### config.mk
export PLATFORM = sky130hd
export DESIGN_NAME = sync_fifo_flat
export DESIGN_NICKNAME = d
export VERILOG_FILES = /design/src/rtl/sync_fifo_pkg.sv /design/src/rtl/sync_fifo_if.sv /design/src/rtl/sync_fifo_mem.sv /design/src/rtl/sync_fifo.sv /design/src/flat_wrapper.sv
export SDC_FILE = /design/constraint.sdc
export NUM_CORES = 1
export LEC_CHECK = 0
export BUFFER_PORTS_ARGS = -buffer_cell sky130_fd_sc_hd__buf_4
export CORE_UTILIZATION = 60
export CTS_BUF_LIST = sky130_fd_sc_hd__clkbuf_8
export CTS_CLUSTER_DIAMETER = 30
export DETAILED_ROUTE_END_ITERATION = 10
export PLACE_DENSITY = 0.84
export SLEW_MARGIN = 20
export SYNTH_ARGS = -nofsm -noshare
export SYNTH_HDL_FRONTEND = slang
export SYNTH_HIERARCHICAL = 1
export SYNTH_SLANG_ARGS = --single-unit
### constraint.sdc
create_clock -name clk -period 2.5 [get_ports clk]
set_input_delay 0.375 -clock clk [delete_from_list [all_inputs] [get_ports clk]]
set_output_delay 0.375 -clock clk [all_outputs]
set_load 0.1 [all_outputs]
### src/rtl/sync_fifo_pkg.sv
// Shared constants and elaboration helpers for the single-clock FIFO.
package sync_fifo_pkg;

  localparam int unsigned DefDsize    = 8;
  localparam int unsigned DefAsize    = 4;
  localparam int unsigned DefAeThresh = 2;
  localparam bit          DefFwft     = 1'b0;

  function automatic int unsigned depth_of(input int unsigned asize);
    return 32'd1 << asize;
  endfunction

  function automatic int unsigned def_af_thresh(input int unsigned asize);
    return depth_of(asize) - 32'd2;
  endfunction

  function automatic bit af_thresh_ok(input int unsigned af, input int unsigned depth);
    return (af >= 32'd1) && (af <= depth);
  endfunction

  function automatic bit ae_thresh_ok(input int unsigned ae, input int unsigned depth);
    return ae < depth;
  endfunction

endpackage

### src/rtl/sync_fifo_if.sv
// Producer/consumer handshake and status bundle for sync_fifo.
interface sync_fifo_if
  import sync_fifo_pkg::*;
#(
  parameter int unsigned DSIZE = DefDsize,
  parameter int unsigned ASIZE = DefAsize
) ();

  logic             clr;
  logic             winc;
  logic [DSIZE-1:0] wdata;
  logic             rinc;
  logic [DSIZE-1:0] rdata;
  logic             full;
  logic             empty;
  logic             almost_full;
  logic             almost_empty;
  logic [ASIZE:0]   count;
  logic             overflow;
  logic             underflow;

  modport master (
    output clr, winc, wdata, rinc,
    input  rdata, full, empty, almost_full, almost_empty, count, overflow, underflow
  );

  modport slave (
    input  clr, winc, wdata, rinc,
    output rdata, full, empty, almost_full, almost_empty, count, overflow, underflow
  );

endinterface

### src/rtl/sync_fifo_mem.sv
// FIFO storage: one synchronous write port, one asynchronous read port, no reset.
module sync_fifo_mem
  import sync_fifo_pkg::*;
#(
  parameter int unsigned DSIZE = DefDsize,
  parameter int unsigned ASIZE = DefAsize
) (
  input  logic             clk,
  input  logic             we,
  input  logic [ASIZE-1:0] waddr,
  input  logic [DSIZE-1:0] wdata,
  input  logic [ASIZE-1:0] raddr,
  output logic [DSIZE-1:0] rdata
);

  localparam int unsigned Depth = depth_of(ASIZE);

  logic [DSIZE-1:0] mem [Depth];

  always_ff @(posedge clk) begin
    if (we) begin
      mem[waddr] <= wdata;
    end
  end

  assign rdata = mem[raddr];

endmodule

### src/rtl/sync_fifo.sv
// Single-clock FIFO with occupancy count, threshold flags, flush, sticky errors
// and an optional first-word-fall-through read port.
module sync_fifo
  import sync_fifo_pkg::*;
#(
  parameter int unsigned DSIZE     = DefDsize,
  parameter int unsigned ASIZE     = DefAsize,
  parameter int unsigned AF_THRESH = def_af_thresh(ASIZE),
  parameter int unsigned AE_THRESH = DefAeThresh,
  parameter bit          FWFT      = DefFwft
) (
  input  logic           clk,
  input  logic           rst,
  sync_fifo_if.slave     bus
);

  localparam int unsigned Depth = depth_of(ASIZE);
  localparam int unsigned CntW  = ASIZE + 1;

  localparam logic [CntW-1:0]  DepthCnt = CntW'(Depth);
  localparam logic [CntW-1:0]  AfCnt    = CntW'(AF_THRESH);
  localparam logic [CntW-1:0]  AeCnt    = CntW'(AE_THRESH);
  localparam logic [ASIZE-1:0] PtrOne   = ASIZE'(1);

  if (!af_thresh_ok(AF_THRESH, Depth)) begin : g_bad_af
    $error("sync_fifo: AF_THRESH must lie in 1..DEPTH");
  end
  if (!ae_thresh_ok(AE_THRESH, Depth)) begin : g_bad_ae
    $error("sync_fifo: AE_THRESH must lie in 0..DEPTH-1");
  end

  logic [ASIZE-1:0] wptr_q, wptr_d, rptr_q, rptr_d;
  logic [CntW-1:0]  count_q, count_d;
  logic             full_q, full_d, empty_q, empty_d;
  logic             afull_q, afull_d, aempty_q, aempty_d;
  logic             ovf_q, ovf_d, unf_q, unf_d;
  logic             wr_acc, rd_acc, mem_we;
  logic [DSIZE-1:0] mem_rdata;

  always_comb begin
    wr_acc   = bus.winc & ~full_q;
    rd_acc   = bus.rinc & ~empty_q;
    mem_we   = wr_acc & ~bus.clr;
    wptr_d   = wptr_q;
    rptr_d   = rptr_q;
    count_d  = count_q;
    ovf_d    = ovf_q;
    unf_d    = unf_q;
    if (bus.clr) begin
      wptr_d  = '0;
      rptr_d  = '0;
      count_d = '0;
      ovf_d   = 1'b0;
      unf_d   = 1'b0;
    end else begin
      if (wr_acc) wptr_d = wptr_q + PtrOne;
      if (rd_acc) rptr_d = rptr_q + PtrOne;
      count_d = count_q + CntW'(wr_acc) - CntW'(rd_acc);
      ovf_d   = ovf_q | (bus.winc & full_q);
      unf_d   = unf_q | (bus.rinc & empty_q);
    end
    // Flags are registered from the next count so they move on the same edge as count.
    full_d   = (count_d == DepthCnt);
    empty_d  = (count_d == '0);
    afull_d  = (count_d >= AfCnt);
    aempty_d = (count_d <= AeCnt);
  end

  always_ff @(posedge clk or posedge rst) begin
    if (rst) begin
      wptr_q   <= '0;
      rptr_q   <= '0;
      count_q  <= '0;
      full_q   <= 1'b0;
      empty_q  <= 1'b1;
      afull_q  <= 1'b0;
      aempty_q <= 1'b1;
      ovf_q    <= 1'b0;
      unf_q    <= 1'b0;
    end else begin
      wptr_q   <= wptr_d;
      rptr_q   <= rptr_d;
      count_q  <= count_d;
      full_q   <= full_d;
      empty_q  <= empty_d;
      afull_q  <= afull_d;
      aempty_q <= aempty_d;
      ovf_q    <= ovf_d;
      unf_q    <= unf_d;
    end
  end

  sync_fifo_mem #(
    .DSIZE (DSIZE),
    .ASIZE (ASIZE)
  ) u_mem (
    .clk   (clk),
    .we    (mem_we),
    .waddr (wptr_q),
    .wdata (bus.wdata),
    .raddr (rptr_q),
    .rdata (mem_rdata)
  );

  if (FWFT) begin : g_fwft
    // Head word is presented directly; rinc only pops it.
    assign bus.rdata = mem_rdata;
  end else begin : g_std
    logic [DSIZE-1:0] rdata_q;
    always_ff @(posedge clk or posedge rst) begin
      if (rst) begin
        rdata_q <= '0;
      end else if (rd_acc && !bus.clr) begin
        rdata_q <= mem_rdata;
      end
    end
    assign bus.rdata = rdata_q;
  end

  assign bus.count        = count_q;
  assign bus.full         = full_q;
  assign bus.empty        = empty_q;
  assign bus.almost_full  = afull_q;
  assign bus.almost_empty = aempty_q;
  assign bus.overflow     = ovf_q;
  assign bus.underflow    = unf_q;

endmodule

### src/flat_wrapper.sv
// flat-port wrapper written by rule: the top's interface ports become plain ports
module sync_fifo_flat import sync_fifo_pkg::*;
#(
  parameter int unsigned DSIZE     = DefDsize,
  parameter int unsigned ASIZE     = DefAsize,
  parameter int unsigned AF_THRESH = def_af_thresh(ASIZE),
  parameter int unsigned AE_THRESH = DefAeThresh,
  parameter bit          FWFT      = DefFwft
)
  (clk, rst, bus_clr, bus_winc, bus_wdata, bus_rinc, bus_rdata, bus_full, bus_empty, bus_almost_full, bus_almost_empty, bus_count, bus_overflow, bus_underflow);
  sync_fifo_if #(.DSIZE(DSIZE), .ASIZE(ASIZE)) bus_i ();
  input  logic clk;
  input  logic rst;
  input wire logic [$bits(bus_i.clr)-1:0] bus_clr;
  input wire logic [$bits(bus_i.winc)-1:0] bus_winc;
  input wire logic [$bits(bus_i.wdata)-1:0] bus_wdata;
  input wire logic [$bits(bus_i.rinc)-1:0] bus_rinc;
  output wire logic [$bits(bus_i.rdata)-1:0] bus_rdata;
  output wire logic [$bits(bus_i.full)-1:0] bus_full;
  output wire logic [$bits(bus_i.empty)-1:0] bus_empty;
  output wire logic [$bits(bus_i.almost_full)-1:0] bus_almost_full;
  output wire logic [$bits(bus_i.almost_empty)-1:0] bus_almost_empty;
  output wire logic [$bits(bus_i.count)-1:0] bus_count;
  output wire logic [$bits(bus_i.overflow)-1:0] bus_overflow;
  output wire logic [$bits(bus_i.underflow)-1:0] bus_underflow;
  assign bus_i.clr = bus_clr;
  assign bus_i.winc = bus_winc;
  assign bus_i.wdata = bus_wdata;
  assign bus_i.rinc = bus_rinc;
  assign bus_rdata = bus_i.rdata;
  assign bus_full = bus_i.full;
  assign bus_empty = bus_i.empty;
  assign bus_almost_full = bus_i.almost_full;
  assign bus_almost_empty = bus_i.almost_empty;
  assign bus_count = bus_i.count;
  assign bus_overflow = bus_i.overflow;
  assign bus_underflow = bus_i.underflow;
  sync_fifo #(.DSIZE(DSIZE), .ASIZE(ASIZE), .AF_THRESH(AF_THRESH), .AE_THRESH(AE_THRESH), .FWFT(FWFT)) u_core (.clk(clk), .rst(rst), .bus(bus_i));
endmodule
=== Word level (Yosys, flattened, before mapping) ===
Memories as Yosys holds them, arrays and structs flattened. A register that Yosys moved wholly into a read port is not among the register bits.
Cells that the tools add are included.

* Bits in registers: 19
* Bits in latches: 0
* RAM bits: 128
* Bits in read-only memories: 0
* Input port bits: 13
* Word-level logic and storage cells: 41
* Memories: 1

{| class="wikitable"
|+ Memories
! memory !! depth !! bits a word !! read ports !! clocked after Yosys merged registers in !! wr ports !! line !! RTL
|-
| u_core.u_mem.mem || 16 || 8 || 1 || 1 || 1 || sync_fifo_mem.sv:18 || <nowiki>logic [DSIZE-1:0] mem [Depth];</nowiki>
|}

* $add $sub $neg: 4
* Multipliers: 0
* Div/mod/pow operators: 0
* $lt $le $gt $ge: 2
* Equal/unequal tests: 1
* Shifts and indexed selects: 0
* Mux-type cells: 9
* Bitwise logic cells: 10
* Reductions and logical operators: 5

{| class="wikitable"
|+ Operators by type and width
! operator !! number
|-
| 4-bit two-way mux || 4
|-
| 4-bit by 1-bit adder with 4-bit output, second input constant || 2
|-
| 5-bit by 1-bit adder with 5-bit output || 1
|-
| 1-bit bitwise AND || 5
|-
| 5-bit equality test, second input constant || 1
|-
| 5-bit by 4-bit >= comparator with 1-bit output, second input constant || 1
|-
| 5-bit by 2-bit <= comparator with 1-bit output, second input constant || 1
|-
| 5-bit logical NOT || 1
|-
| 5-bit two-way mux || 1
|-
| 5-bit by 1-bit subtractor with 5-bit output || 1
|-
| 1-bit two-way mux || 4
|-
| 2-bit nonzero test || 2
|-
| 1-bit inverter || 3
|-
| 1-bit bitwise OR || 2
|-
| 1-bit logical AND || 1
|-
| 1-bit logical NOT || 1
|}

=== Logic depth before layout (Yosys ltp) ===
Gate-level depths: netlist of run 1.

* Depth in word-level cells: 6
* Mapped depth: 10
* Depth with buffers taken out: 10

=== Cells and area by module ===
The synthesis of run 1 kept the hierarchy.

{| class="wikitable"
|+ By module, submodules not included
! module !! instances !! cells an instance !! area an instance (µm²) !! sequential area each (µm²)
|-
| sync_fifo_mem || 1 || 221 || 4987.3 || 3843.7
|-
| sync_fifo || 1 || 112 || 1233.7 || 678.2
|}

=== Worst setup path before layout of run 1 ===
Ideal clock, no wire load.

* Path kind: register to register
* Start point: register u_core.full_q, in the netlist u_core/bus.full
* End point: register u_core.afull_q, in the netlist u_core/bus.almost_full
* Library setup time: 0.078 ns
* Data arrival time: 2.710 ns
* Setup slack: -0.288 ns
* Cell stages (with the launch flop): 10
* Path buffers: 0
* Period minus slack after synthesis: 2.788 ns
* Cell sequence: dfrtp_1 -> nand2b_1 -> nand2_1 -> nand2_1 -> ha_1 -> inv_1 -> fa_1 -> xor2_1 -> or4_1 -> a21oi_1

* Word-level cells in the longest chain between the ends: 6

{| class="wikitable"
|+ Ends and longest elaborated chain
! what !! line !! RTL
|-
| from (decl) || sync_fifo.sv:34 || <nowiki>logic full_q, full_d, empty_q, empty_d;</nowiki>
|-
| from (signal assigned) || sync_fifo.sv:84 || <nowiki>full_q <= full_d;</nowiki>
|-
| 1-bit inverter || sync_fifo.sv:41 || <nowiki>wr_acc = bus.winc & ~full_q;</nowiki>
|-
| 1-bit bitwise AND || sync_fifo.sv:41 ||
|-
| 5-bit by 1-bit adder with 5-bit output || sync_fifo.sv:58 || <nowiki>count_d = count_q + CntW'(wr_acc) - CntW'(rd_acc);</nowiki>
|-
| 5-bit by 1-bit subtractor with 5-bit output || sync_fifo.sv:58 ||
|-
| 5-bit two-way mux || sync_fifo.sv:49 || <nowiki>if (bus.clr) begin</nowiki>
|-
| 5-bit by 4-bit >= comparator with 1-bit output || sync_fifo.sv:65 || <nowiki>afull_d = (count_d >= AfCnt);</nowiki>
|-
| net u_core.afull_d || sync_fifo.sv:35 || <nowiki>logic afull_q, afull_d, aempty_q, aempty_d;</nowiki>
|-
| to (signal assigned) || sync_fifo.sv:86 || <nowiki>afull_q <= afull_d;</nowiki>
|-
| to (decl) || sync_fifo.sv:35 ||
|}

The timed path passes the listed nets, and every way through them passes these cells.
A chain may end at the register's enable or synchronous reset.

=== Final worst setup path of run 1 ===
* Start point: register u_core.empty_q, in the netlist u_core/bus.empty
* End point: register u_core.afull_q, in the netlist u_core/bus.almost_full

* Word-level cells in the longest chain between the ends: 5

{| class="wikitable"
|+ Ends and longest elaborated chain
! what !! line !! RTL
|-
| from (decl) || sync_fifo.sv:34 ||
|-
| from (signal assigned) || sync_fifo.sv:85 || <nowiki>empty_q <= empty_d;</nowiki>
|-
| 1-bit inverter || sync_fifo.sv:42 || <nowiki>rd_acc = bus.rinc & ~empty_q;</nowiki>
|-
| 1-bit bitwise AND || sync_fifo.sv:42 ||
|-
| 5-bit by 1-bit subtractor with 5-bit output || sync_fifo.sv:58 ||
|-
| 5-bit two-way mux || sync_fifo.sv:49 ||
|-
| 5-bit by 4-bit >= comparator with 1-bit output || sync_fifo.sv:65 ||
|-
| net u_core.afull_d || sync_fifo.sv:35 ||
|}

The timed path passes the listed nets, and every way through them passes these cells.

==> impl_summary.txt, run 1 <==
----------------------------------------------------
[Synth]
  Mean instance size in the synthesized netlist ... 18.7 um^2
  EDFF count, synth ... 128
  Post-synthesis share of cell area spent on full adders, half adders and majority gates ... 0.0153
  Most frequently used flop master after synthesis ... edfxtp_1
  Combinational family with the most area after synthesis ... multiplexers
  Synthesis-stage register bit count ... 155
  Library cells used by synthesis ... 36
  Multiplexer share of the synthesized area ... 0.139
  Number of instances in the synthesized netlist ... 333
  Synthesized-area fraction occupied by xor and xnor cells ... 0.0127
  Mapped Area ... 6220 um^2
  Yosys warning count ... 6
  Compound-gate portion of the synthesized area ... 0.0290
  Post-synthesis simple-gate area fraction ... 0.0581
  Net count of the mapped netlist ... 353
  Post-synthesis async set-or-reset flop share ... 0.174
  Sequential cell area fraction in the yosys report ... 0.727

[STA]
  Setup violators final ... 0
  Final sum of negative setup slack ... 0 ns
  Setup repair after global routing missed its margin ... false
  Max Slew Vio Count ... 0
  Final Skew ... 0.0178 ns
  Worst setup margin ... 0.0907 ns
  Fmax ... 415 MHz
  Time the worst path needs with I/O delays and setup ... 2.41 ns
  Final Hold Violating Endpoints ... 0
  Fin crit share ... 0.964
  Pin slew with the least headroom to its limit ... 0.806 ns
  Max-slew headroom ... 0.462

[Drt]
  First-pass iteration count of the detailed router ... 6
  Iteration-0 DRC count of the detailed router ... 215
  Post-route DRC violation count ... 0
  Remaining antenna violation count ... 0
  Overall routed net length ... 11,600 um
  Routed length per instance ... 21.4 um
  Average vias per placed instance ... 5.98
  Total via count in the routed design ... 3,225

[Critical path]
  Crit Path Category ... reg -> reg
  Worst Path Max Fanout ... 4
  Worst endpoint required time ... 2.84 ns
  CP endpoint kind ... flip-flop
  Setup slack of the worst register-to-register path ... 0.09 ns
  Critical Path Start Type ... flip-flop
  CP Data Arrival Time ... 2.75 ns

[Final layout]
  Filler Cells Inserted ... 602
  Fin nets ... 414
  Fraction of layout cells with a size suffix above 1 ... 0.291
  Antenna diode count ... 0
  Design Area, Final ... 7120 um^2
  Area added between synthesis and finish ... 14.4%

[CTS]
  Maximum clock insertion buffer count ... 2
  Clock root buffer ... clkbuf_8
  Clock insertion delay at the later pin of the skew report ... 0.43 ns
  CTS buffer count ... 17
  Clock tree from TritonCTS ... done
  # H-tree levels ... 4
  Post-CTS Hold Buffers ... 0
  Resized Gates After CTS ... 0
  Clock slew seen by the registers of the worst setup and hold paths ... 0.09 ns
  Post-CTS setup repair buffer count ... 0
  Clk sinks ... 155

[Floorplanning]
  Width of the die ... 104 um
  Row Count ... 36
  Initial Utilization ... 0.628
  Die height ... 104 um
  Area inside the core boundary ... 9910 um^2
  Number of top-level pins ... 32
  Die Area ... 10,800 um^2

[Pwr]
  Worst ir drop on vdd ... 0.829 mV
  Cell Pwr Density ... 1010 nW/um^2
  Leakage power ... 2.53 nW

[Place]
  Number of port buffers ... 31
  Placed Area ... 6740 um^2
  Last weighted congestion value of the routability-driven placer ... 0.794
  Placement Setup Slack ... 0.148 ns
  Hpwl dp ... 7510 um

[Global routing]
  First-pass GRT wire length ... 18,000 um
  Overall overflow remaining after global route ... 0
  Via count of the first global-routing pass ... 3,266
  Largest net degree at the start of global routing ... 36
  GRT Resource Usage Total ... 0.228
  Antenna violations before repair ... 0

[Run]
  # Max-Cap Violations ... 0

[Worst hold path]
  Worst hold path type ... in -> async

[Outcome]
  Run status ... complete, no violations

----------------------------------------------------
==> synthesized netlist by cell type, types with 6 or more instances <==
cell	number	share of area
mux4_1	14	0.059
nor2_1	29	0.017
ha_1	6	0.012
dfrtp_1	25	0.10
nand2b_1	6	0.0060
mux2_2	8	0.014
nand2_1	19	0.011
mux4_2	18	0.065
a22oi_1	16	0.019
edfxtp_1	128	0.62
a21oi_1	8	0.0064
inv_1	7	0.0042
==> area by class of cell <==
type,count,area [um^2],area share
Sequential cell,155,4530,0.636
Tap cell,133,166,0.0234
Clock inverter,14,145,0.0204
Timing Repair Buffer,54,418,0.0587
Inverter,7,26.3,0.00369
Multi-Input combinational cell,159,1600,0.225
Clock buffer,17,234,0.0329
==> routing by layer <==
| metal | share of wire | GRT usage | wire length [um] |
|---|---|---|---|
| met2 | 0.49 | 0.362 | 5680 |
| met1 | 0.43 | 0.327 | 4990 |
| met4 | 0.013 | 0.0602 | 147 |
| met5 | 0 | 0 | 0 |
| met3 | 0.064 | 0.0503 | 736 |
==> cell usage in the layout, fill, tap and decap left out, drive strengths merged, types with 6 or more instances in the layout <==
master	count
edfxtp	128
buf	54
mux4	32
nor2	30
dfrtp	25
nand2	19
clkbuf	17
a22oi	16
inv	12
mux2	8
a21oi	8
ha	6
nand2b	6
clkinv	6
==> kinds of logic after synthesis <==
logic type	after synthesis
AO/OA/AOI/OAI	26
XOR/XNOR	9
adder cells (fa/ha/maj)	7
buffers and inverters	19
flip-flops	155
multiplexers	40
AND/OR/NAND/NOR	77
==> worst max-delay path: stages, from the launching register on <==
cell,delay (ns)
dfstp_4,0.64
nand2b_4,0.13
nand2_1,0.05
nand2_1,0.07
ha_1,0.16
inv_1,0.05
fa_2,0.36
xor2_2,0.17
or4_1,0.52
a21oi_1,0.18
==> report_power, final <==
group	switching (mW)	internal (mW)
clock network	0.908	0.887
logic	1.59	0.693
registers	0.118	2.99
==> stage by stage <==
stage | power (mW) | util | instances | hold slack (ns)
3_5_place_dp | 5.44 | 0.680 | 508 | 0.485
6_report | 7.18 | 0.718 | 539 | 0.102
5_1_grt | 7.45 | 0.718 | 539 | 0.145
3_3_place_gp | 5.36 | 0.680 | 508 | 0.484
2_1_floorplan | 4.90 | - | 333 | 0.426
4_1_cts | 7.21 | 0.718 | 539 | 0.106
==> sequential cells by signal, indices dropped and copies added (netlist names) <==
signal	flops
u_core/bus.overflow	1
u_core/bus.underflow	1
u_core/wptr_q	4
u_core/bus.count	5
u_core/bus.rdata	8
u_core/bus.almost_full	1
u_core/bus.almost_empty	1
u_core/u_mem/mem	128
u_core/bus.empty	1
u_core/rptr_q	4
u_core/bus.full	1
==> path summary, 6_finish.rpt <==
kind,from,endpoint,cells past startpoint
worst max register to register,u_core/bus.empty$_DFF_PP1_,u_core/bus.almost_full$_DFF_PP0_,9
worst min-delay path,rst,u_core/bus.underflow$_DFF_PP0_,2
worst min register to register,u_core/bus.underflow$_DFF_PP0_,u_core/bus.underflow$_DFF_PP0_,2
max in group asynchronous,rst,u_core/bus.rdata[6]$_DFFE_PP0P_,3
min in group clk,bus_winc,u_core/bus.overflow$_DFF_PP0_,3
worst max-delay path,u_core/bus.empty$_DFF_PP1_,u_core/bus.almost_full$_DFF_PP0_,9
Power figures use the tool's default switching activity.
==> run 2: changes to the inputs <==
- CELL_PAD_IN_SITES_DETAIL_PLACEMENT: not set -> 0
- CELL_PAD_IN_SITES_GLOBAL_PLACEMENT: not set -> 1
- CORE_UTILIZATION: 60 -> 55
- PLACE_DENSITY: 0.84 -> 0.88
==> impl_summary.txt, run 2 (synthesized netlist as in run 1, its figures left out) <==
----------------------------------------------------
[Outcome]
  Run status ... complete, no violations

[Global routing]
  First-pass GRT wire length ... 18,200 um
  Via count of the first global-routing pass ... 3,274
  Largest net degree at the start of global routing ... 28
  Antenna violations before repair ... 0
  GRT Resource Usage Total ... 0.224
  Overall overflow remaining after global route ... 0

[Drt]
  Average vias per placed instance ... 5.82
  Remaining antenna violation count ... 0
  Total routed wire length on the met1 layer ... 5010 um
  Iteration-0 DRC count of the detailed router ... 268
  Wire length on met3 ... 686 um
  Routed length per instance ... 21.3 um
  First-pass iteration count of the detailed router ... 5
  Total via count in the routed design ... 3,197
  Post-route DRC violation count ... 0
  Routed length on met2 ... 5960 um
  Top routing layer in use ... met4
  Overall routed net length ... 11,700 um

[Final layout]
  Most frequent cells in the layout ... edfxtp_1 (128), buf_4 (54), nor2_1 (29)
  Area of all sequential standard cells ... 4530 um^2
  Area added between synthesis and finish ... 15.4%
  Antenna diode count ... 0
  Fraction of layout cells with a size suffix above 1 ... 0.298
  Filler-free cell count of the finished design ... 549
  Design Area, Final ... 7180 um^2
  Fin nets ... 416
  Max reg flops ... 128
  Filler Cells Inserted ... 757
  Most flop-heavy register ... u_core/u_mem/mem
  Commonest non-fill, non-tap cell in the layout ... edfxtp_1
  Multi-input combinational cell area ... 1610 um^2

[STA]
  Fin crit share ... 0.949
  Fmax ... 421 MHz
  Setup violators final ... 0
  Final Hold Violating Endpoints ... 0
  Final Skew ... 0.0121 ns
  Time the worst path needs with I/O delays and setup ... 2.37 ns
  Max-slew headroom ... 0.470
  Pin slew with the least headroom to its limit ... 0.793 ns
  Max Slew Vio Count ... 0
  Setup repair after global routing missed its margin ... false

[Place]
  Placed Area ... 6760 um^2
  Number of port buffers ... 31
  Last weighted congestion value of the routability-driven placer ... 0.763
  # placed instances ... 516
  Hpwl dp ... 7740 um

[Floorplanning]
  Die Area ... 11,700 um^2
  Die height ... 108 um
  Initial Utilization ... 0.569
  Row Count ... 38
  Width of the die ... 108 um
  Number of top-level pins ... 32
  Area inside the core boundary ... 10,900 um^2

[CTS]
  CTS buffer count ... 17
  Clock slew seen by the registers of the worst setup and hold paths ... 0.09 ns
  Maximum clock insertion buffer count ... 2
  # H-tree levels ... 4
  Clock tree from TritonCTS ... done
  Clk sinks ... 155
  Clock insertion delay at the later pin of the skew report ... 0.43 ns
  Clock root buffer ... clkbuf_8

[Worst hold path]
  Launch instance of the worst min-delay path ... bus_winc
  Worst hold path type ... in -> reg

[Critical path]
  Launch point of the worst reg-to-reg path ... u_core/bus.empty$_DFF_PP1_
  Critical Path Start Type ... flip-flop
  CP Data Arrival Time ... 2.74 ns
  CP endpoint kind ... flip-flop
  Worst Path Max Fanout ... 4
  Crit Path Category ... reg -> reg
  Worst endpoint required time ... 2.87 ns
  Critical path origin ... u_core/bus.empty$_DFF_PP1_

[Run]
  # Max-Cap Violations ... 0

[Pwr]
  Cell Pwr Density ... 1010 nW/um^2
  Leakage power ... 2.55 nW
  Worst ir drop on vdd ... 0.740 mV

----------------------------------------------------
## run 2: cell types whose count changed in the layout (fill, tap and decap cells not counted)
cell	delta
clkinvlp_4	+3
clkinv_4	-2
a21oi_2	+1
clkinv_1	-1
xnor2_2	+1
inv_1	+1
dlygate4sd3_1	+1
xnor2_1	-1
clkbuf_8	+3
inv_6	-3
a21oi_1	-1
buf_4	+1
## run 2: worst paths after layout
check | endpoint | slack, ns | cells after the start
max in group asynchronous | u_core/bus.almost_empty$_DFF_PP1_ | 1.64 | 4
setup reg to reg | u_core/bus.almost_full$_DFF_PP0_ | 0.13 | 9
setup / recovery | u_core/bus.almost_full$_DFF_PP0_ | 0.13 | 9
min in group asynchronous | u_core/bus.rdata[2]$_DFFE_PP0P_ | 0.56 | 4
hold / removal | u_core/bus.overflow$_DFF_PP0_ | 0.20 | 3
hold reg to reg | u_core/bus.overflow$_DFF_PP0_ | 0.51 | 2
## run 2: final cells by class
type | instances | share of cell area
clock buffer | 20 | 0.0384
clock inverter | 12 | 0.0173
inverter | 7 | 0.00366
multi-input combinational | 159 | 0.225
sequential | 155 | 0.631
tap | 140 | 0.0244
timing repair buffer | 56 | 0.0607
## run 2: stage by stage
step / worst slack (ns) / hold WS [ns] / power (mW) / util / setup TNS (ns)
5_1_grt: 0.0526 / 0.184 / 7.54 / 0.656 / 0
3_3_place_gp: 0.220 / 0.468 / 5.39 / 0.618 / 0
2_1_floorplan: -0.00922 / 0.426 / 4.90 / - / -0.00922
6_report: 0.127 / 0.197 / 7.28 / 0.656 / 0
4_1_cts: 0.0663 / 0.177 / 7.28 / 0.655 / 0
3_5_place_dp: 0.0854 / 0.470 / 5.46 / 0.618 / 0
## run 2: per-layer routing
metal,vias up,GRT usage
li1,1447,-
met1,1635,0.305
met2,113,0.355
met3,2,0.0512
met4,0,0.0859
met5,-,0
## run 2: where the power goes
part / internal [mW] / switching (mW) / leakage (nW)
logic: 0.723 / 1.60 / 0.856
registers: 2.99 / 0.130 / 1.49
clock network: 0.959 / 0.876 / 0.197
## run 2: timing repair
action | CTS | global route
setup endpoints to repair | 0 | 3
endpoints found under the hold margin | 19 | 0
hold buffers | 1 | 0
gates resized for setup | 0 | 2
buffers inserted | 0 | 0
## run 2: critical path, stage by stage, from the launching register on
cell and delay [ns]:
dfstp_4 0.64, nand2b_4 0.14, nand2_1 0.06, nand2_1 0.08, ha_1 0.16, inv_1 0.06
fa_2 0.36, xor2_2 0.16, or4_1 0.51, a21oi_1 0.15
